## src/rtl/fpga_cfg_pkg.sv

```systemverilog
// ---------------------------------------------------------------------------
// fpga_cfg_pkg
// Shared definitions for configurable routing blocks (connection block,
// switch box): configuration FSM states, source/track code constants and
// the sizing functions that derive mux select widths and bitstream length
// from the block parameters.
// ---------------------------------------------------------------------------
package fpga_cfg_pkg;

    // Configuration chain states
    typedef enum logic [1:0] {
        ST_UNCONF   = 2'd0,
        ST_SHIFTING = 2'd1,
        ST_ACTIVE   = 2'd2
    } cfg_state_e;

    // Input-mux code 0 always selects a constant zero
    localparam int SRC_CODE_ZERO = 0;
    // Track-driver code 0 always passes the incoming track through
    localparam int TRK_CODE_PASS = 0;

    // Ceiling log2; returns 0 for n <= 1
    function automatic int clog2(input int n);
        int r;
        r = 0;
        for (int i = 0; i < 31; i++) begin
            if ((32'sd1 << i) < n) begin
                r = i + 1;
            end
        end
        return r;
    endfunction

    // Number of input-mux sources: zero, singles, doubles, globals, opposite CLB
    function automatic int src_count(input int ws, input int wd, input int wg,
                                     input int clbx, input int clbout);
        return 1 + ws + wd + wg + clbx * clbout;
    endfunction

    function automatic int sel_in_bits(input int ws, input int wd, input int wg,
                                       input int clbx, input int clbout);
        return clog2(src_count(ws, wd, wg, clbx, clbout));
    endfunction

    // Track code space: pass-through plus every output of both CLBs
    function automatic int sel_trk_bits(input int clbout);
        return clog2(1 + 2 * clbout);
    endfunction

    function automatic int cfg_bits(input int ws, input int wd, input int wg,
                                    input int clbin, input int clbout, input int clbx);
        return 2 * clbin * sel_in_bits(ws, wd, wg, clbx, clbout)
             + (ws + wd) * sel_trk_bits(clbout);
    endfunction

endpackage

```

## src/rtl/connection_block_cfg_if.sv

```systemverilog
// ---------------------------------------------------------------------------
// connection_block_cfg_if
// Bundles the routing and configuration signals of the connection block.
//   master : the surroundings (switch boxes, CLBs, config controller)
//   slave  : the connection block itself
// Tracks: single_in/out, double_in/out, global0
// CLB side: clb{0,1}_output, clb{0,1}_cout (into block),
//           clb{0,1}_input, clb{0,1}_cin (out of block)
// Config: cfg_in, cfg_shift, cfg_commit, cfg_capture (into block),
//         cfg_out, cfg_valid, cfg_err (out of block)
// ---------------------------------------------------------------------------
interface connection_block_cfg_if #(
    parameter int WS     = 8,
    parameter int WD     = 8,
    parameter int WG     = 3,
    parameter int CLBIN  = 6,
    parameter int CLBOUT = 1,
    parameter int CARRY  = 1
) ();

    logic [WS-1:0]     single_in;
    logic [WS-1:0]     single_out;
    logic [WD-1:0]     double_in;
    logic [WD-1:0]     double_out;
    logic [WG-1:0]     global0;
    logic [CLBOUT-1:0] clb0_output;
    logic [CLBOUT-1:0] clb1_output;
    logic [CARRY-1:0]  clb0_cout;
    logic [CARRY-1:0]  clb1_cout;
    logic [CLBIN-1:0]  clb0_input;
    logic [CLBIN-1:0]  clb1_input;
    logic [CARRY-1:0]  clb0_cin;
    logic [CARRY-1:0]  clb1_cin;
    logic              cfg_in;
    logic              cfg_shift;
    logic              cfg_commit;
    logic              cfg_capture;
    logic              cfg_out;
    logic              cfg_valid;
    logic              cfg_err;

    modport master (
        output single_in, double_in, global0, clb0_output, clb1_output,
               clb0_cout, clb1_cout, cfg_in, cfg_shift, cfg_commit, cfg_capture,
        input  single_out, double_out, clb0_input, clb1_input, clb0_cin, clb1_cin,
               cfg_out, cfg_valid, cfg_err
    );

    modport slave (
        input  single_in, double_in, global0, clb0_output, clb1_output,
               clb0_cout, clb1_cout, cfg_in, cfg_shift, cfg_commit, cfg_capture,
        output single_out, double_out, clb0_input, clb1_input, clb0_cin, clb1_cin,
               cfg_out, cfg_valid, cfg_err
    );

endinterface

```

## src/rtl/cfg_chain.sv

```systemverilog
// ---------------------------------------------------------------------------
// cfg_chain
// Serial configuration chain with shadow/active registers. Bits shift in
// at the MSB end and leave at bit 0 (cfg_out). A commit copies the shadow
// into the active register only when exactly CFG_BITS bits were shifted;
// otherwise a sticky error is raised and the active config is kept.
// Priority per cycle: commit > shift > capture.
// Optional: CONNECTION_BLOCK_CFG_READBACK_EN enables cfg_capture, which
// loads the active config into the shadow so it can be shifted out.
// Ports:
//   clk, rst (sync, active-high)
//   cfg_in, cfg_shift, cfg_commit, cfg_capture : chain control
//   cfg_out  : chain tail (shreg[0])
//   cfg_valid: active config holds a committed bitstream
//   cfg_err  : sticky length error, cleared only by rst
//   active   : active configuration word
// ---------------------------------------------------------------------------
module cfg_chain
    import fpga_cfg_pkg::*;
#(
    parameter int CFG_BITS = 8
) (
    input  logic                clk,
    input  logic                rst,
    input  logic                cfg_in,
    input  logic                cfg_shift,
    input  logic                cfg_commit,
    input  logic                cfg_capture,
    output logic                cfg_out,
    output logic                cfg_valid,
    output logic                cfg_err,
    output logic [CFG_BITS-1:0] active
);

    // Counter must reach CFG_BITS+1 so over-length loads stay distinguishable
    localparam int CNT_W = clog2(CFG_BITS + 2);
    localparam logic [CNT_W-1:0] CNT_FULL = CNT_W'(CFG_BITS);
    localparam logic [CNT_W-1:0] CNT_SAT  = CNT_W'(CFG_BITS + 1);

    cfg_state_e          state_r;
    cfg_state_e          state_s;
    logic [CFG_BITS-1:0] shreg_r;
    logic [CFG_BITS-1:0] active_r;
    logic [CNT_W-1:0]    count_r;
    logic                valid_r;
    logic                err_r;
    logic                commit_ok_s;
    logic                capture_s;

`ifdef CONNECTION_BLOCK_CFG_READBACK_EN
    assign capture_s = cfg_capture;
`else
    logic capture_unused_s;
    assign capture_unused_s = cfg_capture;
    assign capture_s        = 1'b0;
`endif

    assign commit_ok_s = cfg_commit && (count_r == CNT_FULL);

    // Next-state logic: commit dominates, a failed commit falls back to
    // whichever state matches the (unchanged) validity of the active config
    always_comb begin
        state_s = state_r;
        if (cfg_commit) begin
            if (commit_ok_s || valid_r) begin
                state_s = ST_ACTIVE;
            end else begin
                state_s = ST_UNCONF;
            end
        end else if (cfg_shift) begin
            state_s = ST_SHIFTING;
        end else begin
            state_s = state_r;
        end
    end

    // State register
    always_ff @(posedge clk) begin
        if (rst) begin
            state_r <= ST_UNCONF;
        end else begin
            state_r <= state_s;
        end
    end

    // Shadow, counter, active register and status flags
    always_ff @(posedge clk) begin
        if (rst) begin
            shreg_r  <= '0;
            active_r <= '0;
            count_r  <= '0;
            valid_r  <= 1'b0;
            err_r    <= 1'b0;
        end else if (cfg_commit) begin
            count_r <= '0;
            if (commit_ok_s) begin
                active_r <= shreg_r;
                valid_r  <= 1'b1;
            end else begin
                err_r <= 1'b1;
            end
        end else if (cfg_shift) begin
            shreg_r <= {cfg_in, shreg_r[CFG_BITS-1:1]};
            if (count_r != CNT_SAT) begin
                count_r <= count_r + CNT_W'(1);
            end
        end else if (capture_s) begin
            shreg_r <= active_r;
            count_r <= '0;
        end
    end

    assign cfg_out   = shreg_r[0];
    assign cfg_valid = valid_r;
    assign cfg_err   = err_r;
    assign active    = active_r;

endmodule

```

## src/rtl/connection_block_cfg.sv

```systemverilog
// ---------------------------------------------------------------------------
// connection_block_cfg
// Unidirectional connection block between two CLBs and a single/double/
// global track bundle. Each CLB input is a mux over {0, singles, doubles,
// globals, opposite-CLB outputs}; each single/double track is either passed
// through or driven by a CLB output. Carry wiring is fixed by CARRYTYPE.
// Routing is combinational from the active config held in cfg_chain.
// Bitstream layout, LSB first: clb0 input selects, clb1 input selects,
// single track codes, double track codes.
// Optional: CONNECTION_BLOCK_CFG_READBACK_EN enables config readback via
// cfg_capture (see cfg_chain).
// Ports:
//   clk, rst (sync, active-high)
//   bus : connection_block_cfg_if.slave (tracks, CLB pins, config chain)
// The interface instance must be built with the same WS/WD/WG/CLBIN/
// CLBOUT/CARRY values as this module.
// ---------------------------------------------------------------------------
module connection_block_cfg
    import fpga_cfg_pkg::*;
#(
    parameter int         WS        = 8,
    parameter int         WD        = 8,
    parameter int         WG        = 3,
    parameter int         CLBIN     = 6,
    parameter int         CLBOUT    = 1,
    parameter int         CARRY     = 1,
    parameter logic [1:0] CARRYTYPE = 2'd2,
    parameter int         CLBX      = 1
) (
    input logic                  clk,
    input logic                  rst,
    connection_block_cfg_if.slave bus
);

    localparam int SRC      = src_count(WS, WD, WG, CLBX, CLBOUT);
    localparam int SEL_IN   = sel_in_bits(WS, WD, WG, CLBX, CLBOUT);
    localparam int SEL_TRK  = sel_trk_bits(CLBOUT);
    localparam int CFG_BITS = cfg_bits(WS, WD, WG, CLBIN, CLBOUT, CLBX);
    localparam int OFS_CLB1 = CLBIN * SEL_IN;
    localparam int OFS_SGL  = 2 * CLBIN * SEL_IN;
    localparam int OFS_DBL  = OFS_SGL + WS * SEL_TRK;
    localparam int NDRV     = 1 + 2 * CLBOUT;

    logic [CFG_BITS-1:0] active_s;
    logic [SRC-1:0]      src0_s;
    logic [SRC-1:0]      src1_s;
    logic [CLBIN-1:0]    clb0_in_s;
    logic [CLBIN-1:0]    clb1_in_s;
    logic [WS-1:0]       single_out_s;
    logic [WD-1:0]       double_out_s;
    logic                cfg_out_s;
    logic                cfg_valid_s;
    logic                cfg_err_s;

    // Input-mux select: codes at or beyond SRC drive zero
    function automatic logic pick_src(input logic [SRC-1:0] src,
                                      input logic [SEL_IN-1:0] code);
        if (int'(code) == SRC_CODE_ZERO) begin
            return 1'b0;
        end else if (int'(code) < SRC) begin
            return src[code];
        end else begin
            return 1'b0;
        end
    endfunction

    // Track driver: drv = {clb1_output, clb0_output, pass}; unused codes pass
    function automatic logic drive_trk(input logic [NDRV-1:0] drv,
                                       input logic [SEL_TRK-1:0] code);
        if (int'(code) == TRK_CODE_PASS) begin
            return drv[0];
        end else if (int'(code) < NDRV) begin
            return drv[code];
        end else begin
            return drv[0];
        end
    endfunction

    cfg_chain #(
        .CFG_BITS (CFG_BITS)
    ) u_cfg_chain (
        .clk         (clk),
        .rst         (rst),
        .cfg_in      (bus.cfg_in),
        .cfg_shift   (bus.cfg_shift),
        .cfg_commit  (bus.cfg_commit),
        .cfg_capture (bus.cfg_capture),
        .cfg_out     (cfg_out_s),
        .cfg_valid   (cfg_valid_s),
        .cfg_err     (cfg_err_s),
        .active      (active_s)
    );

    // Source vectors, index == mux code; each CLB sees the other's outputs
    if (CLBX != 0) begin : g_opp
        assign src0_s = {bus.clb1_output, bus.global0, bus.double_in, bus.single_in, 1'b0};
        assign src1_s = {bus.clb0_output, bus.global0, bus.double_in, bus.single_in, 1'b0};
    end else begin : g_no_opp
        assign src0_s = {bus.global0, bus.double_in, bus.single_in, 1'b0};
        assign src1_s = {bus.global0, bus.double_in, bus.single_in, 1'b0};
    end

    for (genvar j = 0; j < CLBIN; j++) begin : g_clb_in
        assign clb0_in_s[j] = pick_src(src0_s, active_s[j*SEL_IN +: SEL_IN]);
        assign clb1_in_s[j] = pick_src(src1_s, active_s[OFS_CLB1 + j*SEL_IN +: SEL_IN]);
    end

    for (genvar i = 0; i < WS; i++) begin : g_sgl
        assign single_out_s[i] = drive_trk({bus.clb1_output, bus.clb0_output, bus.single_in[i]},
                                           active_s[OFS_SGL + i*SEL_TRK +: SEL_TRK]);
    end

    for (genvar i = 0; i < WD; i++) begin : g_dbl
        assign double_out_s[i] = drive_trk({bus.clb1_output, bus.clb0_output, bus.double_in[i]},
                                           active_s[OFS_DBL + i*SEL_TRK +: SEL_TRK]);
    end

    assign bus.clb0_input = clb0_in_s;
    assign bus.clb1_input = clb1_in_s;
    assign bus.single_out = single_out_s;
    assign bus.double_out = double_out_s;
    assign bus.clb1_cin   = CARRYTYPE[0] ? bus.clb0_cout : {CARRY{1'b0}};
    assign bus.clb0_cin   = CARRYTYPE[1] ? bus.clb1_cout : {CARRY{1'b0}};
    assign bus.cfg_out    = cfg_out_s;
    assign bus.cfg_valid  = cfg_valid_s;
    assign bus.cfg_err    = cfg_err_s;

endmodule

```

## src/flat_wrapper.sv

```systemverilog
// flat-port wrapper written by rule: the top's interface ports become plain ports
module connection_block_cfg_flat import fpga_cfg_pkg::*;
#(
    parameter int         WS        = 8,
    parameter int         WD        = 8,
    parameter int         WG        = 3,
    parameter int         CLBIN     = 6,
    parameter int         CLBOUT    = 1,
    parameter int         CARRY     = 1,
    parameter logic [1:0] CARRYTYPE = 2'd2,
    parameter int         CLBX      = 1
)
  (clk, rst, bus_single_in, bus_double_in, bus_global0, bus_clb0_output, bus_clb1_output, bus_clb0_cout, bus_clb1_cout, bus_cfg_in, bus_cfg_shift, bus_cfg_commit, bus_cfg_capture, bus_single_out, bus_double_out, bus_clb0_input, bus_clb1_input, bus_clb0_cin, bus_clb1_cin, bus_cfg_out, bus_cfg_valid, bus_cfg_err);
  connection_block_cfg_if #(.WS(WS), .WD(WD), .WG(WG), .CLBIN(CLBIN), .CLBOUT(CLBOUT), .CARRY(CARRY)) bus_i ();
  input logic clk;
  input logic rst;
  input wire logic [$bits(bus_i.single_in)-1:0] bus_single_in;
  input wire logic [$bits(bus_i.double_in)-1:0] bus_double_in;
  input wire logic [$bits(bus_i.global0)-1:0] bus_global0;
  input wire logic [$bits(bus_i.clb0_output)-1:0] bus_clb0_output;
  input wire logic [$bits(bus_i.clb1_output)-1:0] bus_clb1_output;
  input wire logic [$bits(bus_i.clb0_cout)-1:0] bus_clb0_cout;
  input wire logic [$bits(bus_i.clb1_cout)-1:0] bus_clb1_cout;
  input wire logic [$bits(bus_i.cfg_in)-1:0] bus_cfg_in;
  input wire logic [$bits(bus_i.cfg_shift)-1:0] bus_cfg_shift;
  input wire logic [$bits(bus_i.cfg_commit)-1:0] bus_cfg_commit;
  input wire logic [$bits(bus_i.cfg_capture)-1:0] bus_cfg_capture;
  output wire logic [$bits(bus_i.single_out)-1:0] bus_single_out;
  output wire logic [$bits(bus_i.double_out)-1:0] bus_double_out;
  output wire logic [$bits(bus_i.clb0_input)-1:0] bus_clb0_input;
  output wire logic [$bits(bus_i.clb1_input)-1:0] bus_clb1_input;
  output wire logic [$bits(bus_i.clb0_cin)-1:0] bus_clb0_cin;
  output wire logic [$bits(bus_i.clb1_cin)-1:0] bus_clb1_cin;
  output wire logic [$bits(bus_i.cfg_out)-1:0] bus_cfg_out;
  output wire logic [$bits(bus_i.cfg_valid)-1:0] bus_cfg_valid;
  output wire logic [$bits(bus_i.cfg_err)-1:0] bus_cfg_err;
  assign bus_i.single_in = bus_single_in;
  assign bus_i.double_in = bus_double_in;
  assign bus_i.global0 = bus_global0;
  assign bus_i.clb0_output = bus_clb0_output;
  assign bus_i.clb1_output = bus_clb1_output;
  assign bus_i.clb0_cout = bus_clb0_cout;
  assign bus_i.clb1_cout = bus_clb1_cout;
  assign bus_i.cfg_in = bus_cfg_in;
  assign bus_i.cfg_shift = bus_cfg_shift;
  assign bus_i.cfg_commit = bus_cfg_commit;
  assign bus_i.cfg_capture = bus_cfg_capture;
  assign bus_single_out = bus_i.single_out;
  assign bus_double_out = bus_i.double_out;
  assign bus_clb0_input = bus_i.clb0_input;
  assign bus_clb1_input = bus_i.clb1_input;
  assign bus_clb0_cin = bus_i.clb0_cin;
  assign bus_clb1_cin = bus_i.clb1_cin;
  assign bus_cfg_out = bus_i.cfg_out;
  assign bus_cfg_valid = bus_i.cfg_valid;
  assign bus_cfg_err = bus_i.cfg_err;
  connection_block_cfg #(.WS(WS), .WD(WD), .WG(WG), .CLBIN(CLBIN), .CLBOUT(CLBOUT), .CARRY(CARRY), .CARRYTYPE(CARRYTYPE), .CLBX(CLBX)) u_core (.clk(clk), .rst(rst), .bus(bus_i));
endmodule
```

## config.mk

```make
export PLATFORM = sky130hd
export DESIGN_NAME = connection_block_cfg_flat
export DESIGN_NICKNAME = d
export VERILOG_FILES = /design/src/rtl/fpga_cfg_pkg.sv /design/src/rtl/connection_block_cfg_if.sv /design/src/rtl/cfg_chain.sv /design/src/rtl/connection_block_cfg.sv /design/src/flat_wrapper.sv
export SDC_FILE = /design/constraint.sdc
export NUM_CORES = 1
export LEC_CHECK = 0
export ABC_AREA = 0
export CORE_MARGIN = 1
export CORE_UTILIZATION = 35
export CTS_CLUSTER_SIZE = 25
export DETAILED_ROUTE_END_ITERATION = 7
export SYNTH_ARGS = -nofsm -noshare
export SYNTH_HDL_FRONTEND = slang
export SYNTH_SLANG_ARGS = --single-unit
```

## constraint.sdc

```tcl
create_clock -name clk -period 1.2 [get_ports clk]
set_input_delay 0.12 -clock clk [delete_from_list [all_inputs] [get_ports clk]]
set_output_delay 0.12 -clock clk [all_outputs]
set_load 0.01 [all_outputs]
```

==> results.cfg <==
[cts]
cts_sinks = 193
clk_pin_slew_worst_paths_ns = 0.08
cts_buffer_depth = 2
cts_htree_levels = 4
cts_tree = yes
numCtsBuffers = 17
clkLatencyLatePin_ns = 0.45
cts_root_buf = clkbuf_16

[pwr]
ir_drop_mv = 0.883
p_per_area_nw_per_um2 = 883
intPower_mw = 10.1
netSwitchingFraction = 0.261
power.switching_mw = 3.57
seqPwrFrac = 0.463
p_total_mw = 13.7
p_leak_nw = 5.68
clkPwrFrac = 0.440
combPwrFrac = 0.098

[sta]
max_freq_mhz = 477
slew_viol_final = 0
finalWorstSetupSlack_ns = -0.895
finClkSkew_ns = 0.00989
holdWs_ns = 0.0211
grt_setup_unrepaired = true
setup-tns-final_ns = -42.68
final.min_clock_period_ns = 2.10
fin_crit_sh = 1.75
setup_viol = 127
hold_violations = 0

[layout]
final_cells = 1780
area.growth.synth_to_final_pct = 58.0
final_net_count = 1427
drive_gt1_frac = 0.522
design_area_um2 = 15500
diodes = 0

[logic_synthesis]
syn_area_um2 = 9810
yosysMostFrequentCell = nand2_1
netlist_instances = 1204
yosysWarnings = 0
ys_seq_area_frac = 0.394
synth_cell_type_count = 39
synth_seq_cells = 193
syn-num-nets = 1236
synthTopCellsByCount = nand2_1 (403), a21oi_1 (202), dfxtp_1 (193)
ys.flop_type = dfxtp_1
yosysTopAreaCell = dfxtp_1
synth_top_area_share = 0.394
syn-mean-instance-area_um2 = 8.15
async_flop_share = 0
ys_top_cells_by_area = dfxtp_1 (39%), nand2_1 (15%), a21oi_1 (10%)
synth_edf_count = 0

[outcome]
violations = setup timing
status = complete, but fails checks

[global_route]
grt_pass1_wl_um = 52900
grtUsageTotal = 0.239
grt_pass1_vias = 9391
antenna_found_initial = 0
grt_overflow = 0
grt_max_degree = 51

[setup_path]
rr_worst_depth = 9
cp_max_fo = 6
timing.rr.start = u_core.u_cfg_chain.count_r[0]
end_kind = output port
regToRegSetupSlack_ns = -0.42
r2r-end = u_core.u_cfg_chain.active[0]
cp.required_ns = 1.08
crit_arrival_ns = 1.98
path_class = flop to output port
startpoint_type = flop

[place]
place_hpwl_um = 18500
post_dp_cell_area_um2 = 12000
gp_congestion = 0.866
port_buffers = 56
dp.cells = 1674

[detailed_routing]
wl_per_cell_um = 20.0
met1_length_um = 14700
remaining_drc_errors = 0
drt_first_pass_iters = 7
wl_met2_um = 17100
drt-initial-drc-count = 731
drt-total-wl_um = 35600
ant_nets = 0
met3_length_um = 2470
vias_per_cell = 5.53
num_vias = 9847
maxUsedRoutingLayer = met4

[worst_hold_path]
hp-start = rst
worstHoldPathCells = 2
holdPathEnd = u_core.u_cfg_chain.cfg_err
hp-class = input pin to flop

[die]
die_h_um = 169
core_area_um2 = 27300
pin_count = 62
start_util = 0.360
dieArea_um2 = 28700
placementRows = 60
die_x_um = 169

[flow_run]
drv_cap = 0
[how the worst max path moves through the flow]
stage | start | end | cells after the start
2_1_floorplan | u_core.u_cfg_chain.active[1] | bus_clb0_input[0] | 5
4_1_cts | u_core.u_cfg_chain.active[1] | bus_clb0_input[0] | 5
6_report | u_core.u_cfg_chain.active[0] | bus_clb0_input[0] | 4
3_5_place_dp | bus_single_in[4] | bus_clb1_input[2] | 7
3_3_place_gp | bus_single_in[5] | bus_clb1_input[2] | 8
5_1_grt | u_core.u_cfg_chain.active[1] | bus_clb0_input[0] | 5
[kinds of logic (layout without fill, tap and decap cells)]
family,count (synthesis),after routing,share of synthesized area
adders and majority gates,3,3,0.00383
xor gates and xnor gates,6,6,0.00536
muxes,100,100,0.147
and+or+nand+nor,538,538,0.250
other,1,1,0.000382
DFF,193,193,0.394
AOI/OAI and AO/OA,238,238,0.132
buffers and inverters,125,329,0.0675
[placed cells by master (no fill, tap or decap), types with 28 or more instances in the layout]
master and count:
buf_12 47, a21oi_2 100, buf_4 149, nand2_4 99
dfxtp_1 139, buf_2 28, mux4_2 35, nor3_1 31
nand2_1 267, mux2i_1 44, a21oi_1 102, nand2_2 37
dfxtp_4 32
[final cells by class]
cell class	instances	area, um2
Clock buffer	18	439
Sequential cell	193	4010
Timing Repair Buffer	294	3260
Clock inverter	14	176
Tap cell	372	465
Multi-Input combinational cell	886	7130
Inverter	3	11.3
Fill cell	2202	11800
[flip-flops by register name, summed over array words and instances, names as in the netlist]
signal                        flops
u_core.u_cfg_chain.cfg_valid      1
u_core.u_cfg_chain.count_r        7
u_core.u_cfg_chain.active        92
u_core.u_cfg_chain.shreg_r       92
u_core.u_cfg_chain.cfg_err        1
[critical path, cell delays in order (launching register included)]
cell and delay, ns:
dfxtp_2 0.41, mux4_2 0.51, mux2i_1 0.27, o32ai_2 0.17
buf_2 0.17
[power groups by stage]
stage	Clock [mW]	Combinational [mW]	Sequential, mW
2_1_floorplan	0	0.521	6.56
3_3_place_gp	0	1.12	6.56
3_5_place_dp	0	1.13	6.56
4_1_cts	6.06	1.20	6.37
5_1_grt	6.35	1.38	6.34
6_report	6.02	1.34	6.34
[routing by layer]
| metal | GRT usage | up-vias |
|---|---|---|
| met2 | 0.391 | 422 |
| met3 | 0.0525 | 96 |
| met1 | 0.307 | 4820 |
| met5 | 0 | - |
| li1 | - | 4509 |
| met4 | 0.0885 | 0 |
[metrics by stage]
step	setup slack [ns]	util
after floorplan	-0.204	-
after detailed placement	-1.19	0.441
after CTS	-0.876	0.535
final	-0.895	0.569
after global placement	-1.23	0.441
after global routing	-0.933	0.569
[timing repair]
action	in CTS	in global routing
setup buffers	39	24
setup endpoints to repair	130	143
endpoints found under the hold margin	0	0
hold buffers	0	0
resized for setup	457	238
pin swaps	184	98
gates cloned	26	1
(Power assumes the default switching activity.)
